==> config.mk <==
export PLATFORM = sky130hd
export DESIGN_NAME = pong_aux_core_flat
export DESIGN_NICKNAME = d
export VERILOG_FILES = /design/src/rtl/pong_aux_core_pkg.sv /design/src/rtl/pong_aux_core_if.sv /design/src/rtl/pong_aux_core_rect_overlap.sv /design/src/rtl/pong_aux_core.sv /design/src/flat_wrapper.sv
export SDC_FILE = /design/constraint.sdc
export NUM_CORES = 1
export LEC_CHECK = 0
export BUFFER_PORTS_ARGS = -buffer_cell sky130_fd_sc_hd__clkbuf_2
export CAP_MARGIN = 20
export CELL_PAD_IN_SITES_DETAIL_PLACEMENT = 0
export CELL_PAD_IN_SITES_GLOBAL_PLACEMENT = 1
export CORE_MARGIN = 10
export CORE_UTILIZATION = 39
export CTS_CLUSTER_DIAMETER = 50
export CTS_CLUSTER_SIZE = 14
export DETAILED_ROUTE_END_ITERATION = 8
export PLACE_DENSITY = 0.82
export SYNTH_ARGS = -nofsm -noshare
export SYNTH_HDL_FRONTEND = slang
export SYNTH_HIERARCHICAL = 1
export SYNTH_SLANG_ARGS = --single-unit
==> constraint.sdc <==
create_clock -name clk_i -period 2.51 [get_ports clk_i]
set_input_delay 0.502 -clock clk_i [delete_from_list [all_inputs] [get_ports clk_i]]
set_output_delay 0.502 -clock clk_i [all_outputs]
set_load 0.03 [all_outputs]
==> src/rtl/pong_aux_core_pkg.sv <==
// Shared constants and types for the pong game-support primitives.
// Latency: n/a (declarations only).
// Backpressure: n/a.
package pong_aux_core_pkg;

  // Default build constants; the top exposes each as an overridable parameter.
  localparam int              DEF_CLK_FREQ_HZ    = 50_000_000;
  localparam int              DEF_STROBE_FREQ_HZ = 60;
  localparam int              DEF_RND_NUM_W      = 10;
  localparam logic [9:0]      DEF_TAPS           = 10'h240;  // x^10 + x^7 + 1
  localparam int              DEF_COORD_W        = 10;

  // Axis-aligned rectangle: left/top inclusive, right/bottom exclusive.
  typedef struct packed {
    logic [DEF_COORD_W-1:0] left;
    logic [DEF_COORD_W-1:0] right;
    logic [DEF_COORD_W-1:0] top;
    logic [DEF_COORD_W-1:0] bottom;
  } rect_t;

  // Strobe period in clocks; callers guarantee an integer ratio of at least 2.
  function automatic int strobe_period(input int clk_hz, input int strobe_hz);
    return clk_hz / strobe_hz;
  endfunction

endpackage

==> src/rtl/pong_aux_core_if.sv <==
// Bundles the game-support outputs and the two rectangles to compare.
// Latency: n/a (wiring only).
// Backpressure: none; all signals are level-valued every cycle.
interface pong_aux_core_if
  import pong_aux_core_pkg::*;
#(
  parameter int RND_NUM_W = DEF_RND_NUM_W,
  parameter int COORD_W   = DEF_COORD_W
);
  logic                 strobe_o;
  logic [RND_NUM_W-1:0] rnd_num_o;
  logic [COORD_W-1:0]   rect1_left_i;
  logic [COORD_W-1:0]   rect1_right_i;
  logic [COORD_W-1:0]   rect1_top_i;
  logic [COORD_W-1:0]   rect1_bottom_i;
  logic [COORD_W-1:0]   rect2_left_i;
  logic [COORD_W-1:0]   rect2_right_i;
  logic [COORD_W-1:0]   rect2_top_i;
  logic [COORD_W-1:0]   rect2_bottom_i;
  logic                 collision_o;

  // Game logic side: supplies rectangles, consumes strobe/random/collision.
  modport master (
    output rect1_left_i, rect1_right_i, rect1_top_i, rect1_bottom_i,
    output rect2_left_i, rect2_right_i, rect2_top_i, rect2_bottom_i,
    input  strobe_o, rnd_num_o, collision_o
  );

  // Core side.
  modport slave (
    input  rect1_left_i, rect1_right_i, rect1_top_i, rect1_bottom_i,
    input  rect2_left_i, rect2_right_i, rect2_top_i, rect2_bottom_i,
    output strobe_o, rnd_num_o, collision_o
  );
endinterface

==> src/rtl/pong_aux_core_rect_overlap.sv <==
// Registered overlap test of two half-open axis-aligned rectangles.
// Latency: 1 cycle from inputs to collision_o.
// Backpressure: none; a new comparison is taken every cycle.
module pong_aux_core_rect_overlap
  import pong_aux_core_pkg::*;
#(
  parameter int COORD_W = DEF_COORD_W
) (
  input  logic               clk_i,
  input  logic               rst_i,
  input  logic [COORD_W-1:0] rect1_left_i,
  input  logic [COORD_W-1:0] rect1_right_i,
  input  logic [COORD_W-1:0] rect1_top_i,
  input  logic [COORD_W-1:0] rect1_bottom_i,
  input  logic [COORD_W-1:0] rect2_left_i,
  input  logic [COORD_W-1:0] rect2_right_i,
  input  logic [COORD_W-1:0] rect2_top_i,
  input  logic [COORD_W-1:0] rect2_bottom_i,
  output logic               collision_o
);

  logic cross_d;
  logic valid_d;
  logic collision_d;
  logic collision_q;

  // Strict compares make edge-touching rectangles miss; the validity term is
  // needed because an inverted rectangle can still satisfy the cross terms.
  always_comb begin
    cross_d = (rect1_left_i < rect2_right_i) && (rect1_right_i > rect2_left_i) &&
              (rect1_top_i < rect2_bottom_i) && (rect1_bottom_i > rect2_top_i);
    valid_d = (rect1_right_i > rect1_left_i) && (rect1_bottom_i > rect1_top_i) &&
              (rect2_right_i > rect2_left_i) && (rect2_bottom_i > rect2_top_i);
    collision_d = cross_d && valid_d;
  end

  // Register the result so the flag is glitch-free for the game logic.
  always_ff @(posedge clk_i or posedge rst_i) begin
    if (rst_i) begin
      collision_q <= 1'b0;
    end else begin
      collision_q <= collision_d;
    end
  end

  assign collision_o = collision_q;

endmodule

==> src/rtl/pong_aux_core.sv <==
// Pong support block: periodic strobe, free-running LFSR, rectangle collision.
// Latency: strobe registered, LFSR advances every cycle, collision 1 cycle.
// Backpressure: none; outputs are valid every cycle.
module pong_aux_core
  import pong_aux_core_pkg::*;
#(
  parameter int                   CLK_FREQ_HZ    = DEF_CLK_FREQ_HZ,
  parameter int                   STROBE_FREQ_HZ = DEF_STROBE_FREQ_HZ,
  parameter int                   RND_NUM_W      = DEF_RND_NUM_W,
  parameter logic [RND_NUM_W-1:0] TAPS           = RND_NUM_W'(DEF_TAPS),
  parameter int                   COORD_W        = DEF_COORD_W
) (
  input  logic            clk_i,
  input  logic            rst_i,
  pong_aux_core_if.slave  bus
);

  localparam int                 P      = strobe_period(CLK_FREQ_HZ, STROBE_FREQ_HZ);
  localparam int                 CNT_W  = (P > 1) ? $clog2(P) : 1;
  localparam logic [CNT_W-1:0]   CNT_LAST = CNT_W'(P - 1);
  localparam logic [RND_NUM_W-1:0] SEED = RND_NUM_W'(1);

  logic [CNT_W-1:0]     cnt_q;
  logic [CNT_W-1:0]     cnt_d;
  logic                 strobe_q;
  logic                 strobe_d;
  logic [RND_NUM_W-1:0] rnd_q;
  logic [RND_NUM_W-1:0] rnd_d;

  // Next-state for the phase counter, strobe and LFSR.
  always_comb begin
    cnt_d    = (cnt_q == CNT_LAST) ? '0 : cnt_q + CNT_W'(1);
    strobe_d = (cnt_q == CNT_LAST);
    rnd_d    = {rnd_q[RND_NUM_W-2:0], ^(rnd_q & TAPS)};
  end

  // Phase counter wraps at P-1; the strobe lands the cycle after the wrap value.
  always_ff @(posedge clk_i or posedge rst_i) begin
    if (rst_i) begin
      cnt_q    <= '0;
      strobe_q <= 1'b0;
    end else begin
      cnt_q    <= cnt_d;
      strobe_q <= strobe_d;
    end
  end

  // Fibonacci LFSR; the non-zero seed keeps it off the all-zero lock-up state.
  always_ff @(posedge clk_i or posedge rst_i) begin
    if (rst_i) begin
      rnd_q <= SEED;
    end else begin
      rnd_q <= rnd_d;
    end
  end

  pong_aux_core_rect_overlap #(
    .COORD_W (COORD_W)
  ) u_overlap (
    .clk_i          (clk_i),
    .rst_i          (rst_i),
    .rect1_left_i   (bus.rect1_left_i),
    .rect1_right_i  (bus.rect1_right_i),
    .rect1_top_i    (bus.rect1_top_i),
    .rect1_bottom_i (bus.rect1_bottom_i),
    .rect2_left_i   (bus.rect2_left_i),
    .rect2_right_i  (bus.rect2_right_i),
    .rect2_top_i    (bus.rect2_top_i),
    .rect2_bottom_i (bus.rect2_bottom_i),
    .collision_o    (bus.collision_o)
  );

  assign bus.strobe_o  = strobe_q;
  assign bus.rnd_num_o = rnd_q;

endmodule

==> src/flat_wrapper.sv <==
// flat-port wrapper written by rule: the top's interface ports become plain ports
module pong_aux_core_flat import pong_aux_core_pkg::*;
#(
  parameter int                   CLK_FREQ_HZ    = DEF_CLK_FREQ_HZ,
  parameter int                   STROBE_FREQ_HZ = DEF_STROBE_FREQ_HZ,
  parameter int                   RND_NUM_W      = DEF_RND_NUM_W,
  parameter logic [RND_NUM_W-1:0] TAPS           = RND_NUM_W'(DEF_TAPS),
  parameter int                   COORD_W        = DEF_COORD_W
)
  (clk_i, rst_i, bus_rect1_left_i, bus_rect1_right_i, bus_rect1_top_i, bus_rect1_bottom_i, bus_rect2_left_i, bus_rect2_right_i, bus_rect2_top_i, bus_rect2_bottom_i, bus_strobe_o, bus_rnd_num_o, bus_collision_o);
  pong_aux_core_if #(.RND_NUM_W(RND_NUM_W), .COORD_W(COORD_W)) bus_i ();
  input  logic clk_i;
  input  logic rst_i;
  input wire logic [$bits(bus_i.rect1_left_i)-1:0] bus_rect1_left_i;
  input wire logic [$bits(bus_i.rect1_right_i)-1:0] bus_rect1_right_i;
  input wire logic [$bits(bus_i.rect1_top_i)-1:0] bus_rect1_top_i;
  input wire logic [$bits(bus_i.rect1_bottom_i)-1:0] bus_rect1_bottom_i;
  input wire logic [$bits(bus_i.rect2_left_i)-1:0] bus_rect2_left_i;
  input wire logic [$bits(bus_i.rect2_right_i)-1:0] bus_rect2_right_i;
  input wire logic [$bits(bus_i.rect2_top_i)-1:0] bus_rect2_top_i;
  input wire logic [$bits(bus_i.rect2_bottom_i)-1:0] bus_rect2_bottom_i;
  output wire logic [$bits(bus_i.strobe_o)-1:0] bus_strobe_o;
  output wire logic [$bits(bus_i.rnd_num_o)-1:0] bus_rnd_num_o;
  output wire logic [$bits(bus_i.collision_o)-1:0] bus_collision_o;
  assign bus_i.rect1_left_i = bus_rect1_left_i;
  assign bus_i.rect1_right_i = bus_rect1_right_i;
  assign bus_i.rect1_top_i = bus_rect1_top_i;
  assign bus_i.rect1_bottom_i = bus_rect1_bottom_i;
  assign bus_i.rect2_left_i = bus_rect2_left_i;
  assign bus_i.rect2_right_i = bus_rect2_right_i;
  assign bus_i.rect2_top_i = bus_rect2_top_i;
  assign bus_i.rect2_bottom_i = bus_rect2_bottom_i;
  assign bus_strobe_o = bus_i.strobe_o;
  assign bus_rnd_num_o = bus_i.rnd_num_o;
  assign bus_collision_o = bus_i.collision_o;
  pong_aux_core #(.CLK_FREQ_HZ(CLK_FREQ_HZ), .STROBE_FREQ_HZ(STROBE_FREQ_HZ), .RND_NUM_W(RND_NUM_W), .TAPS(TAPS), .COORD_W(COORD_W)) u_core (.clk_i(clk_i), .rst_i(rst_i), .bus(bus_i));
endmodule
Yosys cells after proc, flatten, opt, wreduce, memory -nomap -nowiden
Index checks and enable logic that the tools add are counted.
- flip-flop bits (word level): 32
- output and inout port bits: 12
- word-level logic and storage cells: 23
- $add $sub $neg: 1
- order comparisons: 8
- eq/ne operators: 1
- muxes and demuxes: 1
- reduce and logical (&&, ||, !) cells: 8
- operator list (cell ; count):
    > comparator 10 bit ; 6
    adder 20 x 1 -> 20 bit, second input constant ; 1
    == test 20 bit, second input constant ; 1
    < comparator 10 bit ; 2
    2-to-1 mux 20 bit ; 1
    XOR reduction 10 bit ; 1
    logical AND 1 bit ; 7

Depth between registers and ports, before layout
Gate-level depths: netlist of the first run.
- depth after elaboration: 5
- gate-level depth with buffers: 8

Cells and area by module
Netlist of the first run, hierarchy kept.
- modules (own cells, without submodules) (module ; instances ; cells an instance ; area each (um^2) ; seq. area each (um^2)):
    pong_aux_core_rect_overlap ; 1 ; 262 ; 1943.1 ; 25.0
    pong_aux_core ; 1 ; 119 ; 1342.5 ; 777.0

Worst setup path before layout of the first run
OpenSTA, ideal clock, no wires.
- kind: flip-flop to flip-flop
- from: register u_core.cnt_q[11]
- to: register u_core.cnt_q[4]
- setup time: 0.119 ns
- arrival: 1.811 ns
- data required time: 2.391 ns
- setup slack: 0.580 ns
- stages on the path, launching flop included: 6
- cells stage by stage: dfrtp_1 > or4b_1 > or4_4 > nor3_4 > buf_6 > nor2_1
- longest elaborated chain between the ends: 2
- ends and longest elaborated chain (item ; RTL line ; RTL):
    from (decl) ; pong_aux_core.sv:23 ; logic [CNT_W-1:0] cnt_q;
    from (signal assigned) ; pong_aux_core.sv:43 ; cnt_q <= cnt_d;
    == test 20 bit ; -- ;
    net u_core.strobe_d ; pong_aux_core.sv:26 ; logic strobe_d;
    2-to-1 mux 20 bit ; pong_aux_core.sv:32 ; cnt_d = (cnt_q == CNT_LAST) ? '0 : cnt_q + CNT_W'(1);
    net u_core.cnt_d[4] ; pong_aux_core.sv:24 ; logic [CNT_W-1:0] cnt_d;
The timed path passes the listed nets, and every way through them passes these cells.

Worst setup path after layout of the first run
- from: register u_core.cnt_q[11]
- to: register u_core.cnt_q[5]
- longest elaborated chain between the ends: 2
- ends and longest elaborated chain (item ; RTL line):
    == test 20 bit ; pong_aux_core.sv:32
    2-to-1 mux 20 bit ; pong_aux_core.sv:32
    net u_core.cnt_d[5] ; pong_aux_core.sv:24
The timed path passes the listed nets, and every way through them passes these cells.

==> impl_metrics.yaml, run 1 <==
setup_path:
  timing.rr.start: "u_core/cnt_q[11]"
  path_max_fanout: 11
  rr_worst_depth: 5
  worst_setup_path_end_kind: "register"
  critical_path_required_ps: 2680
  startpoint: "u_core/cnt_q[11]"
  crit_path_start_kind: "register"
  arrival_ps: 2220
  criticalPathCategory: "register to register"
floorplan:
  fp.dieW_um: 112
  fp.coreArea_um2: 8220
  die_y_um: 112
  initial_utilization: 0.400
  boundaryPins: 94
  fp.dieArea_um2: 12500
  fp-row-count: 33
synth:
  seq_area_frac_synth: 0.244
  syn_nets: 543
  synthCells: 381
  yosysWarnings: 6
  ys.flop_type: "dfrtp_1"
  yosysTopAreaCell: "ha_1"
  synth-seq-cells: 32
  synth_edf_count: 0
  synthesis.area_um2: 3290
  ys_top_cells_by_area: "ha_1 (30%), dfrtp_1 (24%), inv_1 (7.9%)"
  synth_top_cell_area_share: 0.305
  postSynthAreaPerCell_um2: 8.62
  async_flop_share: 1.00
  synth_cell_type_count: 42
finish:
  syn2layout_area_growth_pct: 19.6
  final_common_cell: "clkbuf_2"
  antenna_cells: 0
  most-common-layout-cells: "clkbuf_2 (93), ha_1 (80), inv_1 (69)"
  nets: 636
  drive_above_1_share: 0.240
drt:
  drc: 0
  dr.pass1.iters: 4
  vias: 2870
  via_per_inst: 4.95
  wl_per_cell_um: 14.6
  first_iter_violations: 67
  wl_um: 8460
  drtAntennaViolNets: 0
clock_tree:
  root_buffer: "clkbuf_8"
  h-tree-depth: 2
  ctsResizeCount: 0
  cts_num_sinks: 32
  clock_path_buffers: 2
  post_cts_buffers: 0
  cts_buffers: 5
  cts.clk_slew.worst_paths_ps: 60
  cts_tree: "yes"
  postCtsHoldBufs: 0
  clk_latency_ps: 290
place:
  gp_routability_congestion: 0.826
  dp_hpwl_um: 7650
  io_buffer_count: 93
run:
  maxCapViolCount: 0
pwr:
  vdd_ir_drop_max_mv: 0.164
  power_density_nw_per_um2: 330
  p_leak_nw: 2.29
sta:
  setup_viol: 0
  fmax_mhz: 490
  tightest_slew_ps: 574
  final.setup.tns_ps: 0
  rsz0062_at_grt: "false"
  clock_skew_ps: 5.15
  finalMaxSlewViolations: 0
  post-route-min-period_ps: 2040
  finalHoldViolCount: 0
  fin_hold_ws_ps: 66.6
  relSlewSlack: 0.614
  timing.final.crit_share: 0.814
grt:
  first_global_vias: 3181
  met2_usage: 0.244
  antenna_found_initial: 0
  grt.busiest_layer: "met2"
  grt_pass1_wl_um: 14400
  overflow: 0
  grt_max_degree: 19
  grtUsageMet3: 0.0451
  track_usage: 0.135
  met1_usage: 0.150
worst_hold_path:
  hold_path.class: "primary input to asynchronous set/reset pin"
status:
  status: "completed"
## kinds of logic after synthesis
| family | after synthesis | share of synthesized area |
|---|---|---|
| compound gates | 66 | 0.127 |
| buf+inv | 79 | 0.103 |
| fa+ha+maj | 80 | 0.305 |
| xor+xnor | 16 | 0.0426 |
| flops | 32 | 0.244 |
| simple gates | 108 | 0.179 |
## metrics by stage
stage               utilization  worst slack (ps)  instances  area [µm²]  total power, mW
global route              0.478               337        580        3930             1.40
detailed placement        0.467               468        572        3840            0.905
CTS                       0.478               462        580        3930             1.31
finish                    0.478               468        580        3930             1.30
global placement          0.467               502        572        3840            0.895
floorplan                     -               580        381        3290            0.752
## path summary, 6_finish.rpt
path	end	slack, ps
setup reg to reg	u_core/cnt_q[5]	470
hold / removal	u_core/u_overlap/collision_o	70
max in group asynchronous	u_core/cnt_q[8]	1640
hold reg to reg	u_core/bus.rnd_num_o[3]	380
min in group clk_i	u_core/bus.rnd_num_o[3]	380
setup / recovery	u_core/cnt_q[5]	470
## worst max-delay path: stages, from the launching register on
cell,delay [ps]
dfrtp_1,430
or4b_1,530
or4_4,440
nor3_4,320
buf_12,170
nor2_1,50
## final cells by class
| class | instances | area, µm² |
|---|---|---|
| fillers | 810 | 4290 |
| inverters | 69 | 259 |
| repair buffers | 96 | 500 |
| well taps | 105 | 131 |
| clock inverters | 2 | 10.0 |
| clock buffers | 6 | 82.6 |
| multi-input cells | 270 | 2150 |
| flip-flops and latches | 32 | 802 |
## layer usage
metal  up-vias  routed length (µm)
met5         -                   0
met4         0                  74
met3         6                 588
met2        69                4160
met1      1289                3640
li1       1506                   -
## state kept, by name, indices dropped and copies added (netlist names)
| register | cells |
|---|---|
| u_core/u_overlap/collision_o | 1 |
| u_core/bus.rnd_num_o | 10 |
| u_core/cnt_q | 20 |
| u_core/bus.strobe_o | 1 |
## Yosys cell counts, types with 5 or more instances
library cell  instances
nor2_1               24
xnor2_1              11
a21o_1               12
or3_1                 5
nand3_1              13
o21ai_0               8
dfrtp_1              31
nand2_1              20
nand4_1              16
inv_1                69
ha_1                 80
buf_4                 9
xor2_1                5
nor3_1                7
a211oi_1              5
a21oi_1              27
## report_power, final
group	internal (mW)	switching (mW)	total, mW
logic	0.174	0.202	0.376
registers	0.516	0.0000513	0.516
clock network	0.218	0.185	0.404
Note: power is estimated with default switching activity, not from simulation.
==> run 2: changes to the inputs <==
==> constraint.sdc (replaced) <==
create_clock -name clk_i -period 1.9 [get_ports clk_i]
set_input_delay 0.38 -clock clk_i [delete_from_list [all_inputs] [get_ports clk_i]]
set_output_delay 0.38 -clock clk_i [all_outputs]
set_load 0.03 [all_outputs]
==> run 2 against run 1 <==
Net effect: first-iteration DRC count increased by 31%; largest power group is now clock; sequential share of layout area decreased by 0.76 points; non-clock buffer count increased by 15; total power increased by 47%; clock skew decreased by 0.93 ps; critical path type unchanged.
==> impl_metrics.yaml, run 2 (synthesis gave the netlist of run 1 again) <==
setup_path:
  crit_path_start_kind: "register"
  worst_setup_path_end_kind: "register"
  critical_path_required_ps: 2070
  arrival_ps: 2030
  criticalPathCategory: "register to register"
  path_max_fanout: 13
  path_cells: "or4b_4 -> or4_4 -> nor3_4 -> buf_12 -> nor2_1"
  max_stage_delay_ps: 520
  cpMaxStageDelayCell: "or4b_4"
floorplan:
  fp.dieArea_um2: 12500
  fp.coreArea_um2: 8220
  die_y_um: 112
  fp.dieW_um: 112
  initial_utilization: 0.400
  fp-row-count: 33
  boundaryPins: 94
place:
  numPlacedInstances: 586
  gp_routability_congestion: 0.844
  io_buffer_count: 93
  dp_hpwl_um: 7710
finish:
  largest_register: "u_core/cnt_q"
  largest_reg_flops: 20
  syn2layout_area_growth_pct: 24.3
  drive_above_1_share: 0.263
  multi_input_area_um2: 2150
  final_cell_count_no_fill: 595
  seq_area_um2: 802
  fill_cells: 830
  final_common_cell: "clkbuf_2"
  nets: 651
  antenna_cells: 0
  most-common-layout-cells: "clkbuf_2 (93), ha_1 (80), inv_1 (69)"
drt:
  wl_per_cell_um: 14.4
  drc: 0
  vias: 2970
  first_iter_violations: 88
  wl_um: 8560
  drtAntennaViolNets: 0
  via_per_inst: 4.99
  dr.pass1.iters: 4
pwr:
  vdd_ir_drop_max_mv: 0.212
  power_density_nw_per_um2: 465
  swShare: 0.274
  p_int_mw: 1.38
  p_sw_mw: 0.520
  p_leak_nw: 2.38
  seqPwrFrac: 0.359
  clockPowerShare: 0.377
  power_frac_comb: 0.264
clock_tree:
  h-tree-depth: 2
  clk_latency_ps: 290
  post_cts_buffers: 0
  cts_tree: "yes"
  clock_path_buffers: 2
  root_buffer: "clkbuf_8"
  cts_buffers: 5
  cts.clk_slew.worst_paths_ps: 70
  cts_num_sinks: 32
grt:
  overflow: 0
  track_usage: 0.136
  grt_max_degree: 17
  grt_pass1_wl_um: 14500
  first_global_vias: 3171
  antenna_found_initial: 0
status:
  status: "completed"
sta:
  post-route-min-period_ps: 1850
  finalHoldViolCount: 0
  rsz0062_at_grt: "true"
  finalMaxSlewViolations: 0
  timing.final.crit_share: 0.976
  setup_viol: 0
  fmax_mhz: 539
  relSlewSlack: 0.620
  clock_skew_ps: 4.22
  tightest_slew_ps: 569
  final.setup.tns_ps: 0
worst_hold_path:
  hold_path.class: "register to register"
run:
  maxCapViolCount: 0
run 2: cell types whose count changed in the layout (fill, tap and decap cells not counted):
cell / before / now
clkinv_2: 2 / 0
buf_4: 2 / 16
bufinv_16: 0 / 1
or4b_4: 0 / 1
dlygate4sd3_1: 0 / 1
clkbuf_8: 6 / 7
or4b_1: 1 / 0
run 2: layout make-up:
class / count / share of cell area
multi-input combinational: 270 / 0.526
sequential: 32 / 0.196
timing repair buffer: 111 / 0.151
inverter: 69 / 0.0634
tap: 105 / 0.0322
clock buffer: 7 / 0.0236
clock inverter: 1 / 0.00735
run 2: routing by layer:
layer,vias to the layer above,global-route usage,wire length (µm),share of wire
met4,0,0.0300,108,0.013
met2,72,0.242,4250,0.50
met5,-,0,0,0
li1,1539,-,-,-
met1,1351,0.156,3680,0.43
met3,8,0.0392,523,0.061
run 2: what timing repair did:
| item | CTS | global route |
|---|---|---|
| hold buffers | 1 | 0 |
| endpoints found under the setup margin | 0 | 13 |
| resized for setup | 0 | 1 |
| hold endpoints to repair | 1 | 0 |
run 2: worst max-delay path, delay by kind of cell (launching register included):
| kind | cells | cell delay (ps) |
|---|---|---|
| DFF | 1 | 380 |
| and+or+nand+nor | 4 | 1190 |
| buffers and inverters | 1 | 170 |
run 2: stage by stage:
stage | util | setup WS [ps] | hold WS [ps] | power (mW) | instance area, µm²
finish | 0.497 | 46.1 | 375 | 1.90 | 4080
global route | 0.497 | -41.9 | 399 | 2.03 | 4080
CTS | 0.497 | 51.1 | 379 | 1.92 | 4080
detailed placement | 0.480 | -38.5 | 244 | 1.20 | 3940
global placement | 0.480 | 4.77 | 243 | 1.19 | 3940
floorplan | - | 37.8 | 109 | 0.994 | 3290
run 2: final timing paths:
check                                        start                            to  slack [ps]  cells past startpoint
setup / recovery                  u_core/cnt_q[11]               u_core/cnt_q[2]          50                      5
hold / removal             u_core/bus.rnd_num_o[8]       u_core/bus.rnd_num_o[9]         380                      0
setup reg to reg                  u_core/cnt_q[11]               u_core/cnt_q[2]          50                      5
hold reg to reg            u_core/bus.rnd_num_o[8]       u_core/bus.rnd_num_o[9]         380                      0
max in group asynchronous                    rst_i              u_core/cnt_q[10]         620                      4
min in group asynchronous                    rst_i  u_core/u_overlap/collision_o         500                      3
run 2: power groups by stage:
| stage | clock network, mW | logic [mW] | registers [mW] |
|---|---|---|---|
| after global placement | 0 | 0.492 | 0.694 |
| after detailed placement | 0 | 0.502 | 0.694 |
| after global routing | 0.765 | 0.585 | 0.681 |
| final | 0.716 | 0.501 | 0.681 |
| after CTS | 0.732 | 0.509 | 0.681 |
| after floorplan | 0 | 0.300 | 0.694 |
